`config.mk`:
```
export PLATFORM = sky130hd
export DESIGN_NAME = tk1_spi_master_flat
export DESIGN_NICKNAME = d
export VERILOG_FILES = /design/src/rtl/tk1_spi_master_if.sv /design/src/rtl/tk1_spi_master.sv /design/src/flat_wrapper.sv
export SDC_FILE = /design/constraint.sdc
export NUM_CORES = 1
export LEC_CHECK = 0
export CAP_MARGIN = 20
export CORE_AREA = 2 2 72 57
export CTS_BUF_LIST = sky130_fd_sc_hd__clkbuf_16
export DETAILED_ROUTE_END_ITERATION = 8
export DIE_AREA = 0 0 74 59
export PLACE_DENSITY = 0.75
export SETUP_SLACK_MARGIN = 0.2
export SLEW_MARGIN = 10
export SYNTH_ARGS = -nofsm -noshare
export SYNTH_HDL_FRONTEND = slang
export SYNTH_SLANG_ARGS = --single-unit
```
`constraint.sdc`:
```
create_clock -name clk -period 2.8 [get_ports clk]
set_clock_uncertainty 0.2 [all_clocks]
set_input_delay 0.56 -clock clk [delete_from_list [all_inputs] [get_ports clk]]
set_output_delay 0.56 -clock clk [all_outputs]
set_load 0.1 [all_outputs]
```
`src/rtl/tk1_spi_master_if.sv`:
```
// Host-side handshake bundle for the tk1 SPI master.
// Carries chip-select request, byte start/ready handshake and data bytes.
interface tk1_spi_master_if;
    logic       spi_cs_en;
    logic       spi_start;
    logic [7:0] spi_tx_data;
    logic [7:0] spi_rx_data;
    logic       spi_ready;

    modport master (
        output spi_cs_en,
        output spi_start,
        output spi_tx_data,
        input  spi_rx_data,
        input  spi_ready
    );

    modport slave (
        input  spi_cs_en,
        input  spi_start,
        input  spi_tx_data,
        output spi_rx_data,
        output spi_ready
    );
endinterface

```
`src/rtl/tk1_spi_master.sv`:
```
// Byte-wide SPI mode-0 master for the tk1 flash port.
// MSB first; SCK half-period is SCLK_HALF system clocks.
module tk1_spi_master #(
    parameter int unsigned SCLK_HALF = 2
) (
    input  logic             clk,
    input  logic             reset_n,
    tk1_spi_master_if.slave  host,
    input  logic             spi_miso,
    output logic             spi_mosi,
    output logic             spi_clk,
    output logic             spi_cs
);

    typedef enum logic [1:0] {
        IDLE,
        SCK_LOW,
        SCK_HIGH
    } state_t;

    localparam logic [3:0] DIV_LAST = 4'(SCLK_HALF - 1);

    state_t     state_q, state_d;
    logic [3:0] div_q,   div_d;
    logic [2:0] bit_q,   bit_d;
    logic [7:0] tx_q,    tx_d;
    logic [7:0] rx_q,    rx_d;
    logic [7:0] rxd_q,   rxd_d;
    logic       sck_q,   sck_d;
    logic       cs_q;

    always_ff @(posedge clk or negedge reset_n) begin
        if (!reset_n) begin
            state_q <= IDLE;
            div_q   <= '0;
            bit_q   <= '0;
            tx_q    <= '0;
            rx_q    <= '0;
            rxd_q   <= '0;
            sck_q   <= 1'b0;
        end else begin
            state_q <= state_d;
            div_q   <= div_d;
            bit_q   <= bit_d;
            tx_q    <= tx_d;
            rx_q    <= rx_d;
            rxd_q   <= rxd_d;
            sck_q   <= sck_d;
        end
    end

    // Chip select is firmware-owned and never gated by the FSM.
    always_ff @(posedge clk or negedge reset_n) begin
        if (!reset_n) begin
            cs_q <= 1'b1;
        end else begin
            cs_q <= !host.spi_cs_en;
        end
    end

    always_comb begin
        state_d = state_q;
        div_d   = div_q;
        bit_d   = bit_q;
        tx_d    = tx_q;
        rx_d    = rx_q;
        rxd_d   = rxd_q;
        sck_d   = sck_q;
        unique case (state_q)
            IDLE: begin
                if (host.spi_start) begin
                    tx_d    = host.spi_tx_data;
                    bit_d   = '0;
                    div_d   = '0;
                    state_d = SCK_LOW;
                end
            end
            SCK_LOW: begin
                if (div_q == DIV_LAST) begin
                    div_d   = '0;
                    sck_d   = 1'b1;
                    rx_d    = {rx_q[6:0], spi_miso};
                    state_d = SCK_HIGH;
                end else begin
                    div_d = div_q + 4'd1;
                end
            end
            SCK_HIGH: begin
                if (div_q == DIV_LAST) begin
                    div_d   = '0;
                    sck_d   = 1'b0;
                    tx_d    = {tx_q[6:0], 1'b0};
                    bit_d   = bit_q + 3'd1;
                    state_d = SCK_LOW;
                    // Last bit already captured on the rising edge.
                    if (bit_q == 3'd7) begin
                        rxd_d   = rx_q;
                        state_d = IDLE;
                    end
                end else begin
                    div_d = div_q + 4'd1;
                end
            end
            default: begin
                state_d = IDLE;
            end
        endcase
    end

    assign host.spi_ready   = (state_q == IDLE);
    assign host.spi_rx_data = rxd_q;
    assign spi_mosi         = tx_q[7];
    assign spi_clk          = sck_q;
    assign spi_cs           = cs_q;

endmodule

```
`src/flat_wrapper.sv`:
```
// flat-port wrapper written by rule: the top's interface ports become plain ports
module tk1_spi_master_flat 
#(
    parameter int unsigned SCLK_HALF = 2
)
  (clk, reset_n, spi_miso, spi_mosi, spi_clk, spi_cs, host_spi_cs_en, host_spi_start, host_spi_tx_data, host_spi_rx_data, host_spi_ready);
  tk1_spi_master_if host_i ();
  input  logic clk;
  input  logic reset_n;
  input  logic spi_miso;
  output logic spi_mosi;
  output logic spi_clk;
  output logic spi_cs;
  input wire logic [$bits(host_i.spi_cs_en)-1:0] host_spi_cs_en;
  input wire logic [$bits(host_i.spi_start)-1:0] host_spi_start;
  input wire logic [$bits(host_i.spi_tx_data)-1:0] host_spi_tx_data;
  output wire logic [$bits(host_i.spi_rx_data)-1:0] host_spi_rx_data;
  output wire logic [$bits(host_i.spi_ready)-1:0] host_spi_ready;
  assign host_i.spi_cs_en = host_spi_cs_en;
  assign host_i.spi_start = host_spi_start;
  assign host_i.spi_tx_data = host_spi_tx_data;
  assign host_spi_rx_data = host_i.spi_rx_data;
  assign host_spi_ready = host_i.spi_ready;
  tk1_spi_master #(.SCLK_HALF(SCLK_HALF)) u_core (.clk(clk), .reset_n(reset_n), .host(host_i), .spi_miso(spi_miso), .spi_mosi(spi_mosi), .spi_clk(spi_clk), .spi_cs(spi_cs));
endmodule
```
==> results.json, run 1 <==
{
  "grt.met2_usage_pct": 27.0,
  "cts_max_level": 2,
  "rows": 19,
  "grt_pass1_wl_um": 6170,
  "drtIter0Drc": 98,
  "clock-root-buffer": "clkbuf_16",
  "diodes": 0,
  "fillers": 273,
  "slew_violations": 0,
  "insertion_delay_ns": 0.28,
  "ant_nets": 0,
  "crit_slowest_cell": "dfrtp_1",
  "status": "finished, final reports clean",
  "tns_ns": 0,
  "required_ns": 2.04,
  "io_pins": 25,
  "areaGrowthSynthToFinish_pct": 24.4,
  "setup.worst_path.start_class": "register",
  "cts_sinks": 35,
  "finalSetupViolCount": 0,
  "portBuffers": 24,
  "use_met3_pct": 5.78,
  "cp_top_family": "buffers and inverters",
  "netlist-cell-type-count": 34,
  "syn_nets": 177,
  "die-area_um2": 4370,
  "synth-seq-cells": 35,
  "vias": 1332,
  "cts_tree": "done",
  "grt_pass1_vias": 1276,
  "antenna_found_initial": 0,
  "chipWidth_um": 74,
  "clk_pin_slew_ns": 0.06,
  "powerDensity_nw_per_um2": 1000,
  "met1_usage_pct": 27.0,
  "min-delay-path-class": "reg -> reg",
  "clockBufferDepth": 2,
  "finalHoldViolCount": 0,
  "grt_max_degree": 36,
  "grt_busiest_layer": "met2",
  "slowest_delay_ns": 0.41,
  "place_congestion": 0.807,
  "fin_area_um2": 2160,
  "worst-setup-path-type": "reg -> out",
  "drive_gt1_share_pct": 24.0,
  "routed_wl_um": 3710,
  "globalRouteTotalUtil_pct": 19.0,
  "slew_headroom_pct": 62.9,
  "avgSynthCellArea_um2": 11.2,
  "wl_per_cell_um": 15.8,
  "synth_area_um2": 1730,
  "drtPass1Iterations": 4,
  "ff_latch_area_um2": 877,
  "drc_errors": 0,
  "cts_setup_buffers": 0,
  "fp.dieH_um": 59,
  "grt_overflow_total": 0,
  "path_buf_inv": 2,
  "yosysWarnings": 0,
  "via_per_inst": 5.67,
  "final.min_clock_period_ns": 2.22,
  "cts.hold.buffers_added": 0,
  "multiInputGateArea_um2": 791,
  "fmax_ghz": 0.451,
  "max-cap-violations": 0,
  "cts-buffers-inserted": 5,
  "p_leak_nw": 0.996,
  "cts-resized-gates": 0,
  "arrival_ns": 1.46,
  "ys_seq_area_share_pct": 50.6,
  "initial_core_util_pct": 48.3,
  "synth_ff_type": "dfrtp_1",
  "rsz0062_at_grt": "no",
  "fp.coreArea_um2": 3590,
  "place_area_um2": 2010,
  "postSynthCellCount": 155,
  "synth-edff-count": 0,
  "finalCritPeriodShare_pct": 79.2,
  "crit_path_cell_trace": "inv_1 > ha_2 > buf_4",
  "async_flop_share_pct": 100,
  "cp-end-kind": "primary output",
  "cp_max_fo": 11,
  "layout.nets": 204,
  "peakVddDrop_v": 0.000817,
  "dp_hpwl_um": 2600,
  "worst_pin_slew_ns": 0.549
}
## layer usage
layer  wire (um)  part of all wire, %
met5           0                    0
met4          72                  1.9
met3         323                  8.7
met2        1670                   45
met1        1640                   44
## cells in the mapped netlist (2+ instances only)
library cell	n	area, um^2
nor2b_1	3	18.8
nor3b_1	2	15.0
clkbuf_1	6	22.5
nand4_1	6	37.5
nand2b_1	4	25.0
inv_1	8	30.0
buf_2	3	15.0
dfrtp_1	34	851
nor2_1	3	11.3
a22oi_1	6	45.0
a211oi_1	2	15.0
a2bb2oi_1	2	17.5
nand3_1	15	75.1
ha_1	9	113
and2_1	2	12.5
o22ai_1	3	18.8
a21oi_1	2	10.0
o21ai_0	7	35.0
mux2_2	17	191
nand2_1	4	15.0
or4_1	2	15.0
o31ai_1	2	15.0
and3b_1	2	17.5
## power breakdown
| part | internal [mW] | switching, mW | leakage, nW |
|---|---|---|---|
| Sequential | 0.649 | 0.121 | 0.458 |
| Combinational | 0.315 | 0.535 | 0.472 |
| Clock | 0.327 | 0.210 | 0.0658 |
## layout by cell type (no fill, tap or decap), types with 2 or more instances in the layout
| cell type | Yosys | final |
|---|---|---|
| o31ai_1 | 2 | 2 |
| buf_4 | 0 | 17 |
| inv_1 | 8 | 8 |
| a211oi_1 | 2 | 2 |
| a21oi_1 | 2 | 2 |
| clkbuf_16 | 0 | 5 |
| o21ai_0 | 7 | 7 |
| and2_1 | 2 | 2 |
| ha_1 | 9 | 8 |
| clkdlybuf4s50_1 | 0 | 12 |
| mux2_2 | 17 | 17 |
| a2bb2oi_1 | 2 | 2 |
| and3b_1 | 2 | 2 |
| nand2b_1 | 4 | 4 |
| dfrtp_1 | 34 | 34 |
| o22ai_1 | 3 | 3 |
| or4_1 | 2 | 2 |
| clkinvlp_4 | 0 | 2 |
| nand3_1 | 15 | 15 |
| nand2_1 | 4 | 4 |
| nand4_1 | 6 | 6 |
| nor2b_1 | 3 | 3 |
| nor3b_1 | 2 | 2 |
| a22oi_1 | 6 | 6 |
| nor2_1 | 3 | 3 |
## final cells by class
type	instances	area share (%)
clock buffers	5	5.80
clock inverters	3	0.929
inverters	8	1.39
multi-input cells	103	36.7
flip-flops and latches	35	40.7
well taps	52	3.02
repair buffers	29	11.5
## stage by stage
stage	power, mW	hold WS [ns]	setup slack [ns]	utilization [%]	std cells
5_1_grt	2.29	0.326	0.482	60.1	235
2_1_floorplan	1.39	0.0644	0.376	-	155
6_report	2.16	0.306	0.583	60.1	235
4_1_cts	2.16	0.313	0.579	60.1	235
3_5_place_dp	1.61	0.300	0.608	56.0	227
3_3_place_gp	1.57	0.284	0.674	56.0	227
## state kept, by name, summed over array words and instances (netlist names)
| register | cells |
|---|---|
| u_core.host.spi_rx_data | 8 |
| u_core.rx_q | 8 |
| u_core.tx_q | 8 |
| u_core.div_q | 4 |
| u_core.bit_q | 3 |
| u_core.state_q | 2 |
| u_core.spi_clk | 1 |
| u_core.spi_cs | 1 |
## final timing paths
kind / end / cells past startpoint / slack, ns / from
max: host_spi_ready / 3 / 0.58 / u_core.state_q[0]$_DFFE_PN0P_
min: u_core.host.spi_rx_data[3]$_DFFE_PN0P_ / 1 / 0.31 / u_core.host.spi_rx_data[3]$_DFFE_PN0P_
max reg2reg: u_core.host.spi_rx_data[4]$_DFFE_PN0P_ / 6 / 0.63 / u_core.div_q[1]$_DFFE_PN0P_
min reg2reg: u_core.host.spi_rx_data[3]$_DFFE_PN0P_ / 1 / 0.31 / u_core.host.spi_rx_data[3]$_DFFE_PN0P_
max in group asynchronous: u_core.spi_cs$_DFF_PN1_ / 2 / 1.56 / reset_n
min in group asynchronous: u_core.host.spi_rx_data[6]$_DFFE_PN0P_ / 2 / 0.50 / reset_n
## worst register-to-register path, stage by stage, from the launching register on
cell and delay [ns]:
dfrtp_1 0.41, inv_1 0.07, ha_1 0.16, nor3b_1 0.19, buf_4 0.22, and3_1 0.41, mux2_2 0.39
## cells by family after synthesis
logic type | after synthesis | share of synthesized area [%]
adder cells (fa/ha/maj) | 9 | 6.50
buffers and inverters | 17 | 3.90
multiplexers | 18 | 11.6
flip-flops | 35 | 50.6
AO/OA/AOI/OAI | 29 | 11.4
AND/OR/NAND/NOR | 47 | 16.0
(Power assumes the default switching activity.)
==> run 2: changes to the inputs <==
- clock period: 2.8 -> 2.2 ns (I/O delays scaled with it)
==> run 2 against run 1 <==
  * Power rose by 33%
  * Sequential share of layout area decreased by 1.8 points
  * Clock power is 24% higher
  * Global-route usage is 0.075 points lower
  * Register-to-register slack got worse by 0.35 ns
  * Non-clock buffer count rose by 4
  * Final area up 4.8%
  * Final cell count up 1.7%
  * Die area is the same
  * Hold slack got worse by 0.0047 ns
  * First-iteration DRC count down 30%
  * Critical endpoint is now u_core.tx_q[7]$_DFFE_PN0P_
  * Highest routed layer unchanged
==> results.json, run 2 (synthesized netlist as in run 1, its figures left out) <==
{
  "final.min_clock_period_ns": 1.92,
  "grt_overflow_total": 0,
  "cts.hold.buffers_added": 0,
  "drive_gt1_share_pct": 29.9,
  "antenna_found_initial": 0,
  "grt_pass1_vias": 1302,
  "status": "finished, final reports clean",
  "cts_tree": "done",
  "rrSetupSlack_ns": 0.28,
  "drtIter0Drc": 69,
  "portBuffers": 24,
  "io_pins": 25,
  "areaGrowthSynthToFinish_pct": 30.3,
  "diodes": 0,
  "insertion_delay_ns": 0.28,
  "powerDensity_nw_per_um2": 1270,
  "reg2reg_from": "u_core.state_q[0]$_DFFE_PN0P_",
  "required_ns": 2.16,
  "clockBufferDepth": 2,
  "clk_pin_slew_ns": 0.05,
  "cp-endpoint": "u_core.tx_q[7]$_DFFE_PN0P_",
  "globalRouteTotalUtil_pct": 18.9,
  "place_congestion": 0.829,
  "finalCritPeriodShare_pct": 87.3,
  "wl_per_cell_um": 15.1,
  "rsz0062_at_grt": "no",
  "slew_violations": 0,
  "startpoint": "u_core.state_q[0]$_DFFE_PN0P_",
  "cp-end-kind": "register",
  "initial_core_util_pct": 48.3,
  "finalHoldViolCount": 0,
  "grt_max_degree": 36,
  "hold_start": "u_core.spi_clk$_DFFE_PN0P_",
  "min-delay-path-class": "reg -> reg",
  "fp.dieH_um": 59,
  "max-cap-violations": 0,
  "p_int_mw": 1.77,
  "via_per_inst": 5.60,
  "swShare_pct": 38.4,
  "slew_headroom_pct": 70.2,
  "cts-buffers-inserted": 5,
  "fp.coreArea_um2": 3590,
  "regToRegEndpoint": "u_core.tx_q[7]$_DFFE_PN0P_",
  "rows": 19,
  "p_comb_share_pct": 42.9,
  "p_sw_mw": 1.10,
  "tns_ns": 0,
  "die-area_um2": 4370,
  "worst_pin_slew_ns": 0.447,
  "peakVddDrop_v": 0.000810,
  "grt_pass1_wl_um": 6140,
  "layout.nets": 208,
  "fmax_ghz": 0.521,
  "finalSetupViolCount": 0,
  "ff_latch_area_um2": 877,
  "r2r_cells": 6,
  "layout_commonest_cell": "dfrtp_1",
  "p_leak_nw": 1.04,
  "setup.worst_path.start_class": "register",
  "p_seq_share_pct": 33.9,
  "cts_sinks": 35,
  "ant_nets": 0,
  "cp_max_fo": 23,
  "chipWidth_um": 74,
  "vias": 1338,
  "cts_max_level": 2,
  "fillers": 286,
  "arrival_ns": 1.88,
  "clock-root-buffer": "clkbuf_16",
  "hold-worst-slack_ns": 0.302,
  "clkPwrFrac_pct": 23.2,
  "dp_hpwl_um": 2570,
  "drtPass1Iterations": 4,
  "multiInputGateArea_um2": 838,
  "routed_wl_um": 3600,
  "final_cell_mix": "dfrtp_1 (34), buf_4 (18), mux2_2 (16), nand3_1 (15), clkdlybuf4s50_1 (12)",
  "worst-setup-path-type": "reg -> reg",
  "drc_errors": 0
}
## run 2: changes by cell type in the layout (fill, tap and decap cells not counted), sizes merged
cell,change
buf,+4
clkinvlp,-1
inv,+1
## run 2: what timing repair did
action,CTS,global route
hold endpoints to repair,0,0
pin swaps,0,1
setup endpoints to repair,17,23
setup buffers,0,2
resized for setup,2,7
## run 2: critical path: stages, from the launching register on
cell,delay (ns)
dfrtp_1,0.42
inv_2,0.11
ha_1,0.18
buf_6,0.20
mux2i_4,0.09
or4_4,0.48
o311a_1,0.12
## run 2: how the worst min path moves through the flow
stage | end | slack [ns] | cells past startpoint
after floorplan | u_core.bit_q[0]$_DFFE_PN0P_ | -0.06 | 0
after global placement | u_core.host.spi_rx_data[7]$_DFFE_PN0P_ | 0.29 | 1
after detailed placement | u_core.spi_clk$_DFFE_PN0P_ | 0.30 | 2
after CTS | u_core.spi_clk$_DFFE_PN0P_ | 0.31 | 2
after global routing | u_core.host.spi_rx_data[3]$_DFFE_PN0P_ | 0.33 | 1
final | u_core.spi_clk$_DFFE_PN0P_ | 0.30 | 2
## run 2: area by class of cell
class                           count  share of cell area, %
Timing Repair Buffer               33                   13.6
Multi-Input combinational cell    103                   37.1
Clock buffer                        5                   5.54
Clock inverter                      3                  0.720
Tap cell                           52                   2.88
Sequential cell                    35                   38.8
Inverter                            8                   1.33
## run 2: power by group through the flow
stage	registers (mW)	logic (mW)	clock network [mW]
5_1_grt	1.00	1.34	0.719
3_5_place_dp	0.982	1.18	0
3_3_place_gp	0.966	1.15	0
6_report	0.975	1.23	0.666
4_1_cts	0.972	1.19	0.684
2_1_floorplan	1.08	0.761	0
## run 2: metrics by stage
stage / cells / setup slack [ns] / instance area, um^2 / power [mW] / util (%)
3_3_place_gp: 229 / 0.158 / 2080 / 2.12 / 57.9
5_1_grt: 239 / 0.209 / 2260 / 3.06 / 62.9
6_report: 239 / 0.280 / 2260 / 2.87 / 62.9
2_1_floorplan: 155 / 0.214 / 1770 / 1.84 / -
4_1_cts: 237 / 0.133 / 2220 / 2.85 / 61.9
3_5_place_dp: 229 / 0.0414 / 2080 / 2.16 / 57.9
## run 2: routing by layer
metal / vias up / wire (um) / global-route usage [%]
met5: - / 0 / 0
met4: 0 / 28 / 4.94
met3: 4 / 202 / 8.33
met2: 46 / 1740 / 28.8
met1: 652 / 1630 / 24.9
li1: 636 / - / -
